File: config.mk
export PLATFORM = sky130hd
export DESIGN_NAME = instruction_fetch
export DESIGN_NICKNAME = d
export VERILOG_FILES = /design/src/rtl/cpu_defs.sv /design/src/rtl/pc_register.sv /design/src/rtl/instruction_fetch.sv
export SDC_FILE = /design/constraint.sdc
export NUM_CORES = 1
export LEC_CHECK = 0
export BUFFER_PORTS_ARGS = -buffer_cell sky130_fd_sc_hd__buf_2
export CORE_UTILIZATION = 35
export CTS_BUF_LIST = sky130_fd_sc_hd__clkbuf_8 sky130_fd_sc_hd__clkbuf_16
export CTS_CLUSTER_DIAMETER = 120
export DETAILED_ROUTE_END_ITERATION = 12
export SETUP_SLACK_MARGIN = 0.15
export SLEW_MARGIN = 40
export SYNTH_ARGS = -nofsm -noshare
export SYNTH_HDL_FRONTEND = slang
export SYNTH_SLANG_ARGS = --single-unit
File: constraint.sdc
create_clock -name clock -period 2.39 [get_ports clock]
set_input_delay 0.478 -clock clock [delete_from_list [all_inputs] [get_ports clock]]
set_output_delay 0.478 -clock clock [all_outputs]
set_load 0.005 [all_outputs]
File: src/rtl/cpu_defs.sv
// Shared definitions for the RV32I fetch front end: state codes, NOP word,
// instruction field positions and the default reset vector.
package cpu_defs;

    typedef enum logic [1:0] {
        ST_FETCH = 2'd0,
        ST_HOLD  = 2'd1,
        ST_FAULT = 2'd2
    } fetch_state_t;

    localparam logic [31:0] NOP_INSTR            = 32'h0000_0013;
    localparam logic [31:0] DEFAULT_RESET_VECTOR = 32'h0000_0000;

    localparam int OPCODE_LSB   = 0;
    localparam int OPCODE_MSB   = 6;
    localparam int FUNCT3_LSB   = 12;
    localparam int FUNCT3_MSB   = 14;
    localparam int FUNCT7B5_BIT = 30;

endpackage

File: src/rtl/pc_register.sv
// Program counter with next-PC selection (PC+4 or branch/jump target)
// and a word-alignment check on the selected target.
module pc_register
    import cpu_defs::*;
#(
    parameter int                    ADDR_WIDTH   = 32,
    parameter logic [ADDR_WIDTH-1:0] RESET_VECTOR = DEFAULT_RESET_VECTOR
) (
    input  logic                  clock,
    input  logic                  reset,
    input  logic                  update,
    input  logic                  PC_select,
    input  logic [ADDR_WIDTH-1:0] PC_target,
    output logic [ADDR_WIDTH-1:0] PC,
    output logic [ADDR_WIDTH-1:0] PC_plus4,
    output logic                  misalign
);

    assign PC_plus4 = PC + ADDR_WIDTH'(4);
    assign misalign = PC_select && (PC_target[1:0] != 2'b00);

    // A misaligned target leaves the PC pointing at the offending instruction.
    always_ff @(posedge clock) begin
        if (reset) begin
            PC <= RESET_VECTOR;
        end else if (update && !misalign) begin
            PC <= PC_select ? PC_target : PC_plus4;
        end
    end

endmodule

File: src/rtl/instruction_fetch.sv
// Fetch front end: requests the word at PC, holds it for the controller,
// retires it on advance and traps misaligned branch/jump targets.
module instruction_fetch
    import cpu_defs::*;
#(
    parameter int                    ADDR_WIDTH   = 32,
    parameter logic [ADDR_WIDTH-1:0] RESET_VECTOR = DEFAULT_RESET_VECTOR
) (
    input  logic                  clock,
    input  logic                  reset,
    input  logic                  PC_select,
    input  logic [ADDR_WIDTH-1:0] PC_target,
    input  logic                  advance,
    output logic                  imem_req,
    output logic [ADDR_WIDTH-1:0] imem_addr,
    input  logic                  imem_ready,
    input  logic [31:0]           imem_rdata,
    output logic                  instr_valid,
    output logic [31:0]           instr,
    output logic [6:0]            opcode,
    output logic [2:0]            funct3,
    output logic                  funct7b5,
    output logic [ADDR_WIDTH-1:0] PC,
    output logic [ADDR_WIDTH-1:0] PC_plus4,
    output logic                  fetch_fault,
    output logic [31:0]           instret
);

    fetch_state_t state;
    logic         retire;
    logic         misalign;

    assign retire = (state == ST_HOLD) && advance;

    pc_register #(
        .ADDR_WIDTH   (ADDR_WIDTH),
        .RESET_VECTOR (RESET_VECTOR)
    ) u_pc_register (
        .clock     (clock),
        .reset     (reset),
        .update    (retire),
        .PC_select (PC_select),
        .PC_target (PC_target),
        .PC        (PC),
        .PC_plus4  (PC_plus4),
        .misalign  (misalign)
    );

    assign imem_addr = PC;
    assign opcode    = instr[OPCODE_MSB:OPCODE_LSB];
    assign funct3    = instr[FUNCT3_MSB:FUNCT3_LSB];
    assign funct7b5  = instr[FUNCT7B5_BIT];

    always_ff @(posedge clock) begin
        if (reset) begin
            state       <= ST_FETCH;
            imem_req    <= 1'b1;
            instr_valid <= 1'b0;
            instr       <= NOP_INSTR;
            fetch_fault <= 1'b0;
            instret     <= 32'd0;
        end else begin
            case (state)
                ST_FETCH: begin
                    if (imem_ready) begin
                        instr       <= imem_rdata;
                        state       <= ST_HOLD;
                        imem_req    <= 1'b0;
                        instr_valid <= 1'b1;
                    end
                end
                ST_HOLD: begin
                    if (advance) begin
                        instr_valid <= 1'b0;
                        if (misalign) begin
                            fetch_fault <= 1'b1;
                            state       <= ST_FAULT;
                        end else begin
                            instret  <= instret + 32'd1;
                            state    <= ST_FETCH;
                            imem_req <= 1'b1;
                        end
                    end
                end
                ST_FAULT: begin
                end
                // The spare encoding falls back to a fresh fetch.
                default: begin
                    state       <= ST_FETCH;
                    imem_req    <= 1'b1;
                    instr_valid <= 1'b0;
                end
            endcase
        end
    end

endmodule

# Word level (Yosys, flattened, before mapping)
# Index checks and enable logic that the tools add are counted.
# W data, S select, Z words.
# op_classes
n_addsub,2
n_eq_ne,5
muxes,12
bitwise_logic,2
reduce_logical,11
# op_table
op,count
$add A32 B1 Y32 const B,1
$add A32 B3 Y32 const B,1
$mux W32,1
$reduce_and A3 Y1,3
$mux W2,3
$ne A2 B2 Y1 const B,3
$pmux W1 S3,2
$pmux W2 S3,1
$mux W1,5
$reduce_and A4 Y1,1
$logic_and A1 B1 Y1,3
$eq A2 B1 Y1 const B,1
$eq A2 B2 Y1 const B,1
$logic_not A2 Y1,1
$not A1 Y1,2
$reduce_and A2 Y1,1
$reduce_bool A2 Y1,1
$logic_not A1 Y1,1
# totals
ff_bits,101
inputBits,69
out_inout_bits,174
wordCells,39

# Longest topological paths before layout
# Gate-level depths: netlist of the first run.
# depth
ltp_word,5
depth_mapped,8
ltp_nobuf,6

# Hierarchy
# A second synthesis of the first run with hierarchy kept.
# hier_totals
cells_unflattened,692
area_unflattened_um2,5391.4
# modules_own_cells
mod,instances,cells_each,area_each_um2,seq_area_each_um2
instruction_fetch,1,383,3083.0,1361.3
pc_register,1,309,2308.5,640.6

# Worst setup path after synthesis of the first run
# Ideal clock, no wire load.
# synth_timing
path_type,reg-to-output
start,reg u_pc_register.PC[2]
end,out PC_plus4[22]
arrival_ps,1651
required_ps,1912
slack_ps,261
path_stages_with_launch,7
path_buffers,1
path_cell_list,dfxtp_1 ha_1 clkbuf_1 nand3_1 nor4_1 and3_1 xor2_1
# synth_between
elab_chain_len,1
# synth_rtl
element,line,source
from (decl),pc_register.sv:14,"output logic [ADDR_WIDTH-1:0] PC,"
from (signal assigned),pc_register.sv:27,PC <= PC_select ? PC_target : PC_plus4;
$add A32 B3 Y32,pc_register.sv:19,assign PC_plus4 = PC + ADDR_WIDTH'(4);
to (decl),instruction_fetch.sv:24,"output logic [ADDR_WIDTH-1:0] PC_plus4,"
# Every way passes these cells.

# Final worst setup path of the first run
# layout_timing
start,reg u_pc_register.PC[10]
end,out PC_plus4[27]
# Same word-level chain as after synthesis.

==> results of run 1 <==
==> final cells by class <==
class / instances / share of cell area (%)
multi-input cells: 426 / 39.08
flip-flops and latches: 100 / 29.28
repair buffers: 299 / 23.85
clock buffers: 11 / 3.619
well taps: 180 / 3.225
clock inverters: 5 / 0.7346
inverters: 4 / 0.2150
==> metal layers <==
layer | track usage [%] | part of all wire, %
met1 | 27.61 | 45
met2 | 34.04 | 47
met3 | 4.073 | 5.7
met4 | 9.491 | 2.1
met5 | 0 | 0
==> what timing repair did <==
item                                    CTS  global route
pin swaps                                10            17
endpoints found under the setup margin   19            20
buffers inserted                         11            11
gates cloned                              1             0
resized for setup                        32            32
==> power groups by stage <==
| stage | Combinational (mW) | Clock (mW) | Sequential (mW) |
|---|---|---|---|
| floorplan | 0.201 | 0 | 1.80 |
| global placement | 0.386 | 0 | 1.79 |
| detailed placement | 0.385 | 0 | 1.80 |
| CTS | 0.393 | 1.55 | 1.76 |
| global route | 0.442 | 1.61 | 1.76 |
| finish | 0.395 | 1.50 | 1.75 |
==> stage by stage <==
| stage | setup WS [ns] | instance area, sq um | total power [mW] |
|---|---|---|---|
| finish | 0.03829 | 6983 | 3.648 |
| global route | -0.05791 | 6983 | 3.814 |
| CTS | 0.04158 | 6744 | 3.695 |
| global placement | 0.2960 | 6255 | 2.181 |
| floorplan | 0.2607 | 5037 | 2.000 |
| detailed placement | 0.2868 | 6255 | 2.182 |
==> kinds of logic after synthesis <==
family	after synthesis
AO/OA/AOI/OAI	99
AND/OR/NAND/NOR	266
adder cells (fa/ha/maj)	2
XOR/XNOR	59
buffers and inverters	88
flip-flops	100
==> critical path, delay by kind of cell, from the launching register on <==
| kind | cells | cell delay [ns] |
|---|---|---|
| buffers and inverters | 2 | 0.32 |
| and+or+nand+nor | 3 | 0.64 |
| xor gates and xnor gates | 1 | 0.21 |
| DFF | 1 | 0.37 |
==> registers in the layout (all words and copies together) (netlist names) <==
signal / flops
fetch_fault: 1
u_pc_register.PC: 32
imem_req: 1
instret: 32
instr: 32
state: 2
==> layout by cell type (no fill, tap or decap), types with 6 or more instances in the layout <==
cell type,n
sky130_fd_sc_hd__dfxtp_1,84
sky130_fd_sc_hd__nor2_1,51
sky130_fd_sc_hd__a21oi_1,53
sky130_fd_sc_hd__xnor2_1,15
sky130_fd_sc_hd__xnor2_2,6
sky130_fd_sc_hd__dfxtp_2,7
sky130_fd_sc_hd__nand2_1,85
sky130_fd_sc_hd__buf_2,241
sky130_fd_sc_hd__clkbuf_16,9
sky130_fd_sc_hd__nand3_1,26
sky130_fd_sc_hd__o2bb2ai_1,15
sky130_fd_sc_hd__buf_4,54
sky130_fd_sc_hd__nand4_1,24
sky130_fd_sc_hd__dfxtp_4,9
sky130_fd_sc_hd__xor2_1,34
sky130_fd_sc_hd__and3_1,22
sky130_fd_sc_hd__o21ai_0,9
sky130_fd_sc_hd__nor3_1,7
sky130_fd_sc_hd__nand3b_1,6
==> how the worst max path moves through the flow <==
stage	startpoint	endpoint	slack, ns	cells after the start
2_1_floorplan	u_pc_register.PC[2]	PC_plus4[22]	0.26	6
3_3_place_gp	u_pc_register.PC[13]	PC_plus4[27]	0.30	6
3_5_place_dp	u_pc_register.PC[3]	PC_plus4[27]	0.29	6
4_1_cts	u_pc_register.PC[3]	PC_plus4[30]	0.04	7
5_1_grt	u_pc_register.PC[10]	PC_plus4[27]	-0.06	6
6_report	u_pc_register.PC[10]	PC_plus4[27]	0.04	6
==> run_summary.xml, run 1 <==
<?xml version="1.0" encoding="UTF-8"?>
<metrics>
  <group name="outcome">
    <metric name="result_of_the_run" unit="">completed</metric>
  </group>
  <group name="logic_synthesis">
    <metric name="synth_most_common_cell" unit="">sky130_fd_sc_hd__dfxtp_1</metric>
    <metric name="synth_enable_flop_cells" unit="">0</metric>
    <metric name="synth_top_family_by_area" unit="">simple AND/OR/NAND/NOR gates</metric>
    <metric name="synth.distinct_cells" unit="">47</metric>
    <metric name="yosys.area.top_type" unit="">sky130_fd_sc_hd__dfxtp_1</metric>
    <metric name="synth-async-reset-ratio" unit="%">0</metric>
    <metric name="synth_top_cells_by_area" unit="">sky130_fd_sc_hd__dfxtp_1 40%, sky130_fd_sc_hd__buf_4 6.7%, sky130_fd_sc_hd__xor2_1 6.6%</metric>
    <metric name="synth.top_cells.by_count" unit="">100 x sky130_fd_sc_hd__dfxtp_1, 88 x sky130_fd_sc_hd__nand2_1, 54 x sky130_fd_sc_hd__nor2_1, 53 x sky130_fd_sc_hd__a21oi_1, 45 x sky130_fd_sc_hd__buf_4</metric>
    <metric name="cell_count_after_synthesis" unit="">614</metric>
    <metric name="synth.net_count" unit="">685</metric>
    <metric name="postSynth.topFlopCell" unit="">sky130_fd_sc_hd__dfxtp_1</metric>
    <metric name="syn_area_per_cell" unit="sq um">8.204</metric>
    <metric name="fraction_of_the_mapped_netlist_area_in_compound_gates" unit="%">12.17</metric>
    <metric name="cell_area_after_synthesis" unit="sq um">5037</metric>
    <metric name="synth_fa_ha_area_share" unit="%">0.4968</metric>
    <metric name="synth.area.mux_share" unit="%">0</metric>
    <metric name="synth_seq_area_share" unit="%">39.74</metric>
    <metric name="synth_top_area_share" unit="%">39.74</metric>
    <metric name="synth-simple-area-share" unit="%">27.27</metric>
    <metric name="yosys.area_share.xor_xnor" unit="%">10.26</metric>
    <metric name="postSynthRegisterBits" unit="">100</metric>
    <metric name="synth_warnings" unit="">0</metric>
  </group>
  <group name="placement">
    <metric name="placed_cells_incl_taps" unit="">986</metric>
    <metric name="port_buffers" unit="">242</metric>
    <metric name="final_replace_weighted_congestion" unit="">0.8306</metric>
    <metric name="detailed_place_hpwl" unit="um">11190</metric>
  </group>
  <group name="die">
    <metric name="die_area" unit="sq um">14880</metric>
    <metric name="die_height" unit="um">122.0</metric>
    <metric name="floorplan.core_area" unit="sq um">13930</metric>
    <metric name="num_io_pins" unit="">243</metric>
    <metric name="die_w" unit="um">122.0</metric>
    <metric name="row_count" unit="">43</metric>
    <metric name="starting_density_of_the_core" unit="%">36.15</metric>
  </group>
  <group name="power_and_ir_drop">
    <metric name="total_leakage_power" unit="nW">3.447</metric>
    <metric name="switching_share" unit="%">24.59</metric>
    <metric name="clock_power_share" unit="%">41.1</metric>
    <metric name="power.density_cell_area" unit="nW/um^2">522.5</metric>
    <metric name="switchingPower" unit="uW">897.2</metric>
    <metric name="max-vdd-ir-drop" unit="uV">355.8</metric>
    <metric name="seq_power_share" unit="%">48.1</metric>
    <metric name="power.internal" unit="mW">2.751</metric>
    <metric name="combinationalPowerShare" unit="%">10.8</metric>
  </group>
  <group name="min_path">
    <metric name="min-delay-path-class" unit="">input pin to flip-flop</metric>
    <metric name="timing.hold.worst.start" unit="">imem_rdata[1]</metric>
    <metric name="timing.hold.worst_endpoint" unit="">instr[1]</metric>
    <metric name="worst_hold_path.num_cells" unit="">3</metric>
  </group>
  <group name="clock_network">
    <metric name="clk_root_buffer_cell" unit="">sky130_fd_sc_hd__clkbuf_16</metric>
    <metric name="clk_latency" unit="ns">0.35</metric>
    <metric name="clock_sink_count" unit="">100</metric>
    <metric name="tritoncts.num_buffers" unit="">9</metric>
    <metric name="cts_max_path_buffers" unit="">2</metric>
    <metric name="h-tree-depth" unit="">3</metric>
    <metric name="tritoncts" unit="">built</metric>
    <metric name="worst_setup_hold_path_clk_slew" unit="ns">0.07</metric>
    <metric name="post_cts_hold_buffer_count" unit="">0</metric>
  </group>
  <group name="worst_setup_path">
    <metric name="worst_r2r_endpoint" unit="">u_pc_register.PC[24]</metric>
    <metric name="register_to_register_setup_slack" unit="ns">0.46</metric>
    <metric name="setup.worst_path.start_class" unit="">flip-flop</metric>
    <metric name="rr_startpoint" unit="">state[1]</metric>
    <metric name="path_cells" unit="">nand4_4 -&gt; nor4_4 -&gt; buf_6 -&gt; nand4_1 -&gt; xnor2_1 -&gt; buf_2</metric>
    <metric name="worst-r2r-cell-count" unit="">5</metric>
    <metric name="crit_type" unit="">flip-flop to output pin</metric>
    <metric name="cp_slowest_stage_delay" unit="ns">0.37</metric>
    <metric name="critical-path-slowest-cell" unit="">sky130_fd_sc_hd__dfxtp_4</metric>
    <metric name="arrival_worst_endpoint" unit="ns">1.87</metric>
    <metric name="worst-endpoint-required" unit="ns">1.91</metric>
    <metric name="setup.worst_path.end_class" unit="">output pin</metric>
    <metric name="critical_path_peak_fanout" unit="">5</metric>
  </group>
  <group name="timing">
    <metric name="clock_skew" unit="ns">0.006106</metric>
    <metric name="rsz0062_at_grt" unit="">true</metric>
    <metric name="setup-violations-final" unit="">0</metric>
    <metric name="slew-limit-headroom" unit="%">56.27</metric>
    <metric name="finalWorstPathRequiredPeriod" unit="ns">2.352</metric>
    <metric name="worst_slew_pin_slew" unit="ns">0.6559</metric>
    <metric name="setup-tns-final" unit="ns">0</metric>
    <metric name="holdWs" unit="ns">0.3404</metric>
    <metric name="max_clock_freq" unit="GHz">0.4252</metric>
    <metric name="hold_violations" unit="">0</metric>
    <metric name="final.period_utilization" unit="%">98.40</metric>
    <metric name="drv_slew" unit="">0</metric>
  </group>
  <group name="drt">
    <metric name="remaining_drc_errors" unit="">0</metric>
    <metric name="detail_route.wirelength" unit="um">16260</metric>
    <metric name="viasPerCell" unit="">4.966</metric>
    <metric name="route.antenna.remaining_nets" unit="">0</metric>
    <metric name="post_drt_wl_per_cell" unit="um">15.86</metric>
    <metric name="drtPass1Iterations" unit="">4</metric>
    <metric name="detailroute.via_count" unit="">5090</metric>
    <metric name="count_of_routing_violations_after_the_opening_detailed_route_iteration" unit="">331</metric>
  </group>
  <group name="global_routing">
    <metric name="grt_pass1_vias" unit="">4533</metric>
    <metric name="wire_length_of_the_first_global_routing_pass" unit="um">24350</metric>
    <metric name="grtUsageTotal" unit="%">21.27</metric>
    <metric name="grt_max_degree" unit="">57</metric>
    <metric name="antenna_violations_before_repair" unit="">0</metric>
    <metric name="overall_overflow_remaining_after_global_route" unit="">0</metric>
  </group>
  <group name="cells_and_area">
    <metric name="regArea" unit="sq um">2044</metric>
    <metric name="syn_to_final_growth" unit="%">38.62</metric>
    <metric name="layout.filler_cells" unit="">1367</metric>
    <metric name="final_core_occ" unit="%">50.11</metric>
    <metric name="final_layout_size_suffix_gt1_share" unit="%">43.43</metric>
    <metric name="area_of_the_multi_input_gates" unit="sq um">2729</metric>
    <metric name="post_layout_nonfiller_instances" unit="">1025</metric>
    <metric name="fin_nets" unit="">911</metric>
    <metric name="insertedDiodeCount" unit="">0</metric>
  </group>
  <group name="run">
    <metric name="max_cap_violations" unit="">0</metric>
  </group>
</metrics>
(Power assumes the default switching activity.)
==> run 2: changes to the inputs <==
--- a/config.mk
+++ b/config.mk
@@ -5,6 +5,7 @@
 export SDC_FILE = /design/constraint.sdc
 export NUM_CORES = 1
 export LEC_CHECK = 0
+export ABC_AREA = 1
 export BUFFER_PORTS_ARGS = -buffer_cell sky130_fd_sc_hd__buf_2
 export CORE_UTILIZATION = 35
 export CTS_BUF_LIST = sky130_fd_sc_hd__clkbuf_8 sky130_fd_sc_hd__clkbuf_16
==> run 2 against run 1 <==
  * Clock skew is essentially flat
  * Largest cell class unchanged
  * Power rose by 0.96%
  * Critical path type unchanged
  * Highest routed layer unchanged
  * Critical endpoint is now PC_plus4[19]
  * Largest power group unchanged
  * Cell count rose by 24%
  * Sequential share of layout area down 1.7 points
==> run_summary.xml, run 2 <==
<?xml version="1.0" encoding="UTF-8"?>
<metrics>
  <group name="cells_and_area">
    <metric name="layout_common_cells" unit="">241 x sky130_fd_sc_hd__buf_2, 200 x sky130_fd_sc_hd__nand2_1, 134 x sky130_fd_sc_hd__nor2_1</metric>
    <metric name="fin_nets" unit="">1122</metric>
    <metric name="layout.filler_cells" unit="">1684</metric>
    <metric name="postLayoutCellArea" unit="sq um">7435</metric>
    <metric name="final_layout_size_suffix_gt1_share" unit="%">36.11</metric>
    <metric name="syn_to_final_growth" unit="%">30.16</metric>
    <metric name="layout_top_registers" unit="">instr x32, instret x32, u_pc_register.PC x32</metric>
    <metric name="layout_commonest_cell" unit="">sky130_fd_sc_hd__buf_2</metric>
  </group>
  <group name="global_routing">
    <metric name="grt_pass1_vias" unit="">5448</metric>
    <metric name="grt_max_degree" unit="">48</metric>
    <metric name="wire_length_of_the_first_global_routing_pass" unit="um">27300</metric>
    <metric name="grtUsageTotal" unit="%">20.78</metric>
    <metric name="overall_overflow_remaining_after_global_route" unit="">0</metric>
    <metric name="antenna_violations_before_repair" unit="">1</metric>
  </group>
  <group name="die">
    <metric name="starting_density_of_the_core" unit="%">35.96</metric>
    <metric name="die_w" unit="um">129.7</metric>
    <metric name="die_area" unit="sq um">16830</metric>
    <metric name="floorplan.core_area" unit="sq um">15890</metric>
    <metric name="die_height" unit="um">129.7</metric>
    <metric name="num_io_pins" unit="">243</metric>
    <metric name="row_count" unit="">46</metric>
  </group>
  <group name="logic_synthesis">
    <metric name="syn_area_per_cell" unit="sq um">6.784</metric>
    <metric name="cell_count_after_synthesis" unit="">842</metric>
    <metric name="postSynthRegisterBits" unit="">100</metric>
    <metric name="synth_top_family_by_area" unit="">simple AND/OR/NAND/NOR gates</metric>
    <metric name="synth.net_count" unit="">913</metric>
    <metric name="yosys.area.top_type" unit="">sky130_fd_sc_hd__dfxtp_1</metric>
    <metric name="synth_fa_ha_area_share" unit="%">0.4381</metric>
    <metric name="synth_warnings" unit="">0</metric>
    <metric name="fraction_of_the_mapped_netlist_area_in_compound_gates" unit="%">12.33</metric>
    <metric name="synth_top_area_share" unit="%">35.05</metric>
    <metric name="synth_seq_area_share" unit="%">35.05</metric>
    <metric name="synth-simple-area-share" unit="%">35.84</metric>
    <metric name="synth.distinct_cells" unit="">39</metric>
    <metric name="synth_enable_flop_cells" unit="">0</metric>
    <metric name="synth-async-reset-ratio" unit="%">0</metric>
    <metric name="synth_most_common_cell" unit="">sky130_fd_sc_hd__nand2_1</metric>
    <metric name="postSynth.topFlopCell" unit="">sky130_fd_sc_hd__dfxtp_1</metric>
    <metric name="synth.top_cells.by_count" unit="">207 x sky130_fd_sc_hd__nand2_1, 146 x sky130_fd_sc_hd__nor2_1, 100 x sky130_fd_sc_hd__dfxtp_1, 64 x sky130_fd_sc_hd__inv_1, 46 x sky130_fd_sc_hd__buf_4</metric>
    <metric name="synth_top_cells_by_area" unit="">sky130_fd_sc_hd__dfxtp_1 35%, sky130_fd_sc_hd__nand2_1 14%, sky130_fd_sc_hd__nor2_1 9.6%</metric>
    <metric name="yosys.area_share.xor_xnor" unit="%">3.658</metric>
    <metric name="synth.area.mux_share" unit="%">0</metric>
    <metric name="cell_area_after_synthesis" unit="sq um">5712</metric>
  </group>
  <group name="worst_setup_path">
    <metric name="register_to_register_setup_slack" unit="ns">0.55</metric>
    <metric name="crit_type" unit="">flip-flop to output pin</metric>
    <metric name="arrival_worst_endpoint" unit="ns">1.78</metric>
    <metric name="setup.worst_path.end_class" unit="">output pin</metric>
    <metric name="worst-endpoint-required" unit="ns">1.91</metric>
    <metric name="setup.worst_path.start_class" unit="">flip-flop</metric>
    <metric name="critical-path-slowest-cell" unit="">sky130_fd_sc_hd__dfxtp_4</metric>
    <metric name="critical_path_peak_fanout" unit="">5</metric>
    <metric name="cp_slowest_stage_delay" unit="ns">0.37</metric>
    <metric name="cell_family_contributing_the_most_delay_on_the_critical_path" unit="">simple AND/OR/NAND/NOR gates</metric>
    <metric name="worstPathBufferInverterCount" unit="">2</metric>
    <metric name="path_cells" unit="">buf_6 -&gt; nand2_4 -&gt; nor2_4 -&gt; nand2_4 -&gt; nor2_4 -&gt; nand2_1 -&gt; nand2_1 -&gt; and2_1 -&gt; buf_2</metric>
  </group>
  <group name="drt">
    <metric name="post_drt_wl_per_cell" unit="um">13.82</metric>
    <metric name="drtPass1Iterations" unit="">4</metric>
    <metric name="count_of_routing_violations_after_the_opening_detailed_route_iteration" unit="">263</metric>
    <metric name="detail_route.wirelength" unit="um">17580</metric>
    <metric name="remaining_drc_errors" unit="">0</metric>
    <metric name="route.antenna.remaining_nets" unit="">0</metric>
    <metric name="detailroute.via_count" unit="">5936</metric>
    <metric name="viasPerCell" unit="">4.667</metric>
  </group>
  <group name="clock_network">
    <metric name="clk_latency" unit="ns">0.35</metric>
    <metric name="h-tree-depth" unit="">3</metric>
    <metric name="worst_setup_hold_path_clk_slew" unit="ns">0.07</metric>
    <metric name="clock_sink_count" unit="">100</metric>
    <metric name="tritoncts.num_buffers" unit="">9</metric>
    <metric name="cts_max_path_buffers" unit="">2</metric>
    <metric name="clk_root_buffer_cell" unit="">sky130_fd_sc_hd__clkbuf_16</metric>
    <metric name="tritoncts" unit="">built</metric>
  </group>
  <group name="timing">
    <metric name="clock_skew" unit="ns">0.005879</metric>
    <metric name="max_clock_freq" unit="GHz">0.4423</metric>
    <metric name="slew-limit-headroom" unit="%">63.20</metric>
    <metric name="finalWorstPathRequiredPeriod" unit="ns">2.261</metric>
    <metric name="final.period_utilization" unit="%">94.60</metric>
    <metric name="setup-tns-final" unit="ns">0</metric>
    <metric name="rsz0062_at_grt" unit="">true</metric>
    <metric name="drv_slew" unit="">0</metric>
    <metric name="hold_violations" unit="">0</metric>
    <metric name="setup-violations-final" unit="">0</metric>
    <metric name="worst_slew_pin_slew" unit="ns">0.5513</metric>
  </group>
  <group name="min_path">
    <metric name="min-delay-path-class" unit="">input pin to flip-flop</metric>
  </group>
  <group name="power_and_ir_drop">
    <metric name="max-vdd-ir-drop" unit="uV">325.4</metric>
    <metric name="total_leakage_power" unit="nW">3.516</metric>
    <metric name="power.density_cell_area" unit="nW/um^2">495.4</metric>
  </group>
  <group name="placement">
    <metric name="postPlaceCellArea" unit="sq um">6854</metric>
    <metric name="final_replace_weighted_congestion" unit="">0.8398</metric>
    <metric name="port_buffers" unit="">242</metric>
    <metric name="detailed_place_hpwl" unit="um">12850</metric>
  </group>
  <group name="outcome">
    <metric name="result_of_the_run" unit="">completed</metric>
  </group>
  <group name="run">
    <metric name="max_cap_violations" unit="">0</metric>
  </group>
</metrics>
## run 2: timing repair
action	4_1_cts	5_1_grt
pin swaps	10	27
hold buffers	0	0
setup endpoints to repair	20	20
buffers inserted	8	6
resized for setup	34	32
## run 2: path summary, 6_finish.rpt
path / start / end / cells past startpoint
setup / recovery: u_pc_register.PC[3] / PC_plus4[19] / 9
hold / removal: imem_rdata[1] / instr[1] / 3
setup reg to reg: instret[0] / instret[18] / 10
hold reg to reg: fetch_fault / fetch_fault / 2
## run 2: cell families after synthesis
group,after synthesis
flops,100
fa+ha+maj,2
compound gates,123
buf+inv,141
simple gates,459
xor+xnor,17
## run 2: routing by layer
layer / GRT usage [%] / vias up / routed length [um]
met2: 35.42 / 196 / 8296
met3: 6.068 / 19 / 1322
met5: 0 / - / 0
met4: 6.498 / 0 / 269
met1: 25.17 / 2665 / 7688
li1: - / 3056 / -
## run 2: power breakdown
part / total, mW / internal [mW] / switching (mW)
clock network: 1.50 / 0.810 / 0.695
registers: 1.77 / 1.72 / 0.0503
logic: 0.404 / 0.183 / 0.221
total: 3.68 / 2.72 / 0.966
## run 2: final cells by class
| cell class | count | area [sq um] | share of cell area, % |
|---|---|---|---|
| Multi-Input combinational cell | 601 | 3110 | 41.84 |
| Sequential cell | 100 | 2049 | 27.57 |
| Timing Repair Buffer | 269 | 1449 | 19.49 |
| Tap cell | 216 | 270.3 | 3.635 |
| Inverter | 70 | 262.8 | 3.534 |
| Clock buffer | 9 | 225.2 | 3.029 |
| Clock inverter | 6 | 65.06 | 0.8751 |
| Antenna cell | 1 | 2.502 | 0.03366 |
## run 2: per-stage QoR
step | instances | worst slack [ns] | util [%] | hold slack, ns | total power [mW]
after floorplan | 842 | 0.5522 | - | 0.4466 | 2.036
after global placement | 1242 | 0.3567 | 43.15 | 0.4386 | 2.217
after detailed placement | 1242 | 0.2754 | 43.15 | 0.4455 | 2.218
after CTS | 1265 | 0.09605 | 45.90 | 0.3114 | 3.743
after global routing | 1271 | 0.02781 | 46.79 | 0.3393 | 3.861
final | 1272 | 0.1290 | 46.80 | 0.3251 | 3.683
## run 2: worst register-to-register path: stages (launching register included)
cell and delay (ns):
sky130_fd_sc_hd__dfxtp_1 0.43, sky130_fd_sc_hd__ha_1 0.23, sky130_fd_sc_hd__nand2_1 0.12, sky130_fd_sc_hd__nor2_2 0.16
sky130_fd_sc_hd__nand2_1 0.11, sky130_fd_sc_hd__nor2_4 0.20, sky130_fd_sc_hd__nand2_2 0.13, sky130_fd_sc_hd__inv_2 0.09
sky130_fd_sc_hd__nand2_1 0.07, sky130_fd_sc_hd__o21ai_0 0.16, sky130_fd_sc_hd__nor2_1 0.05
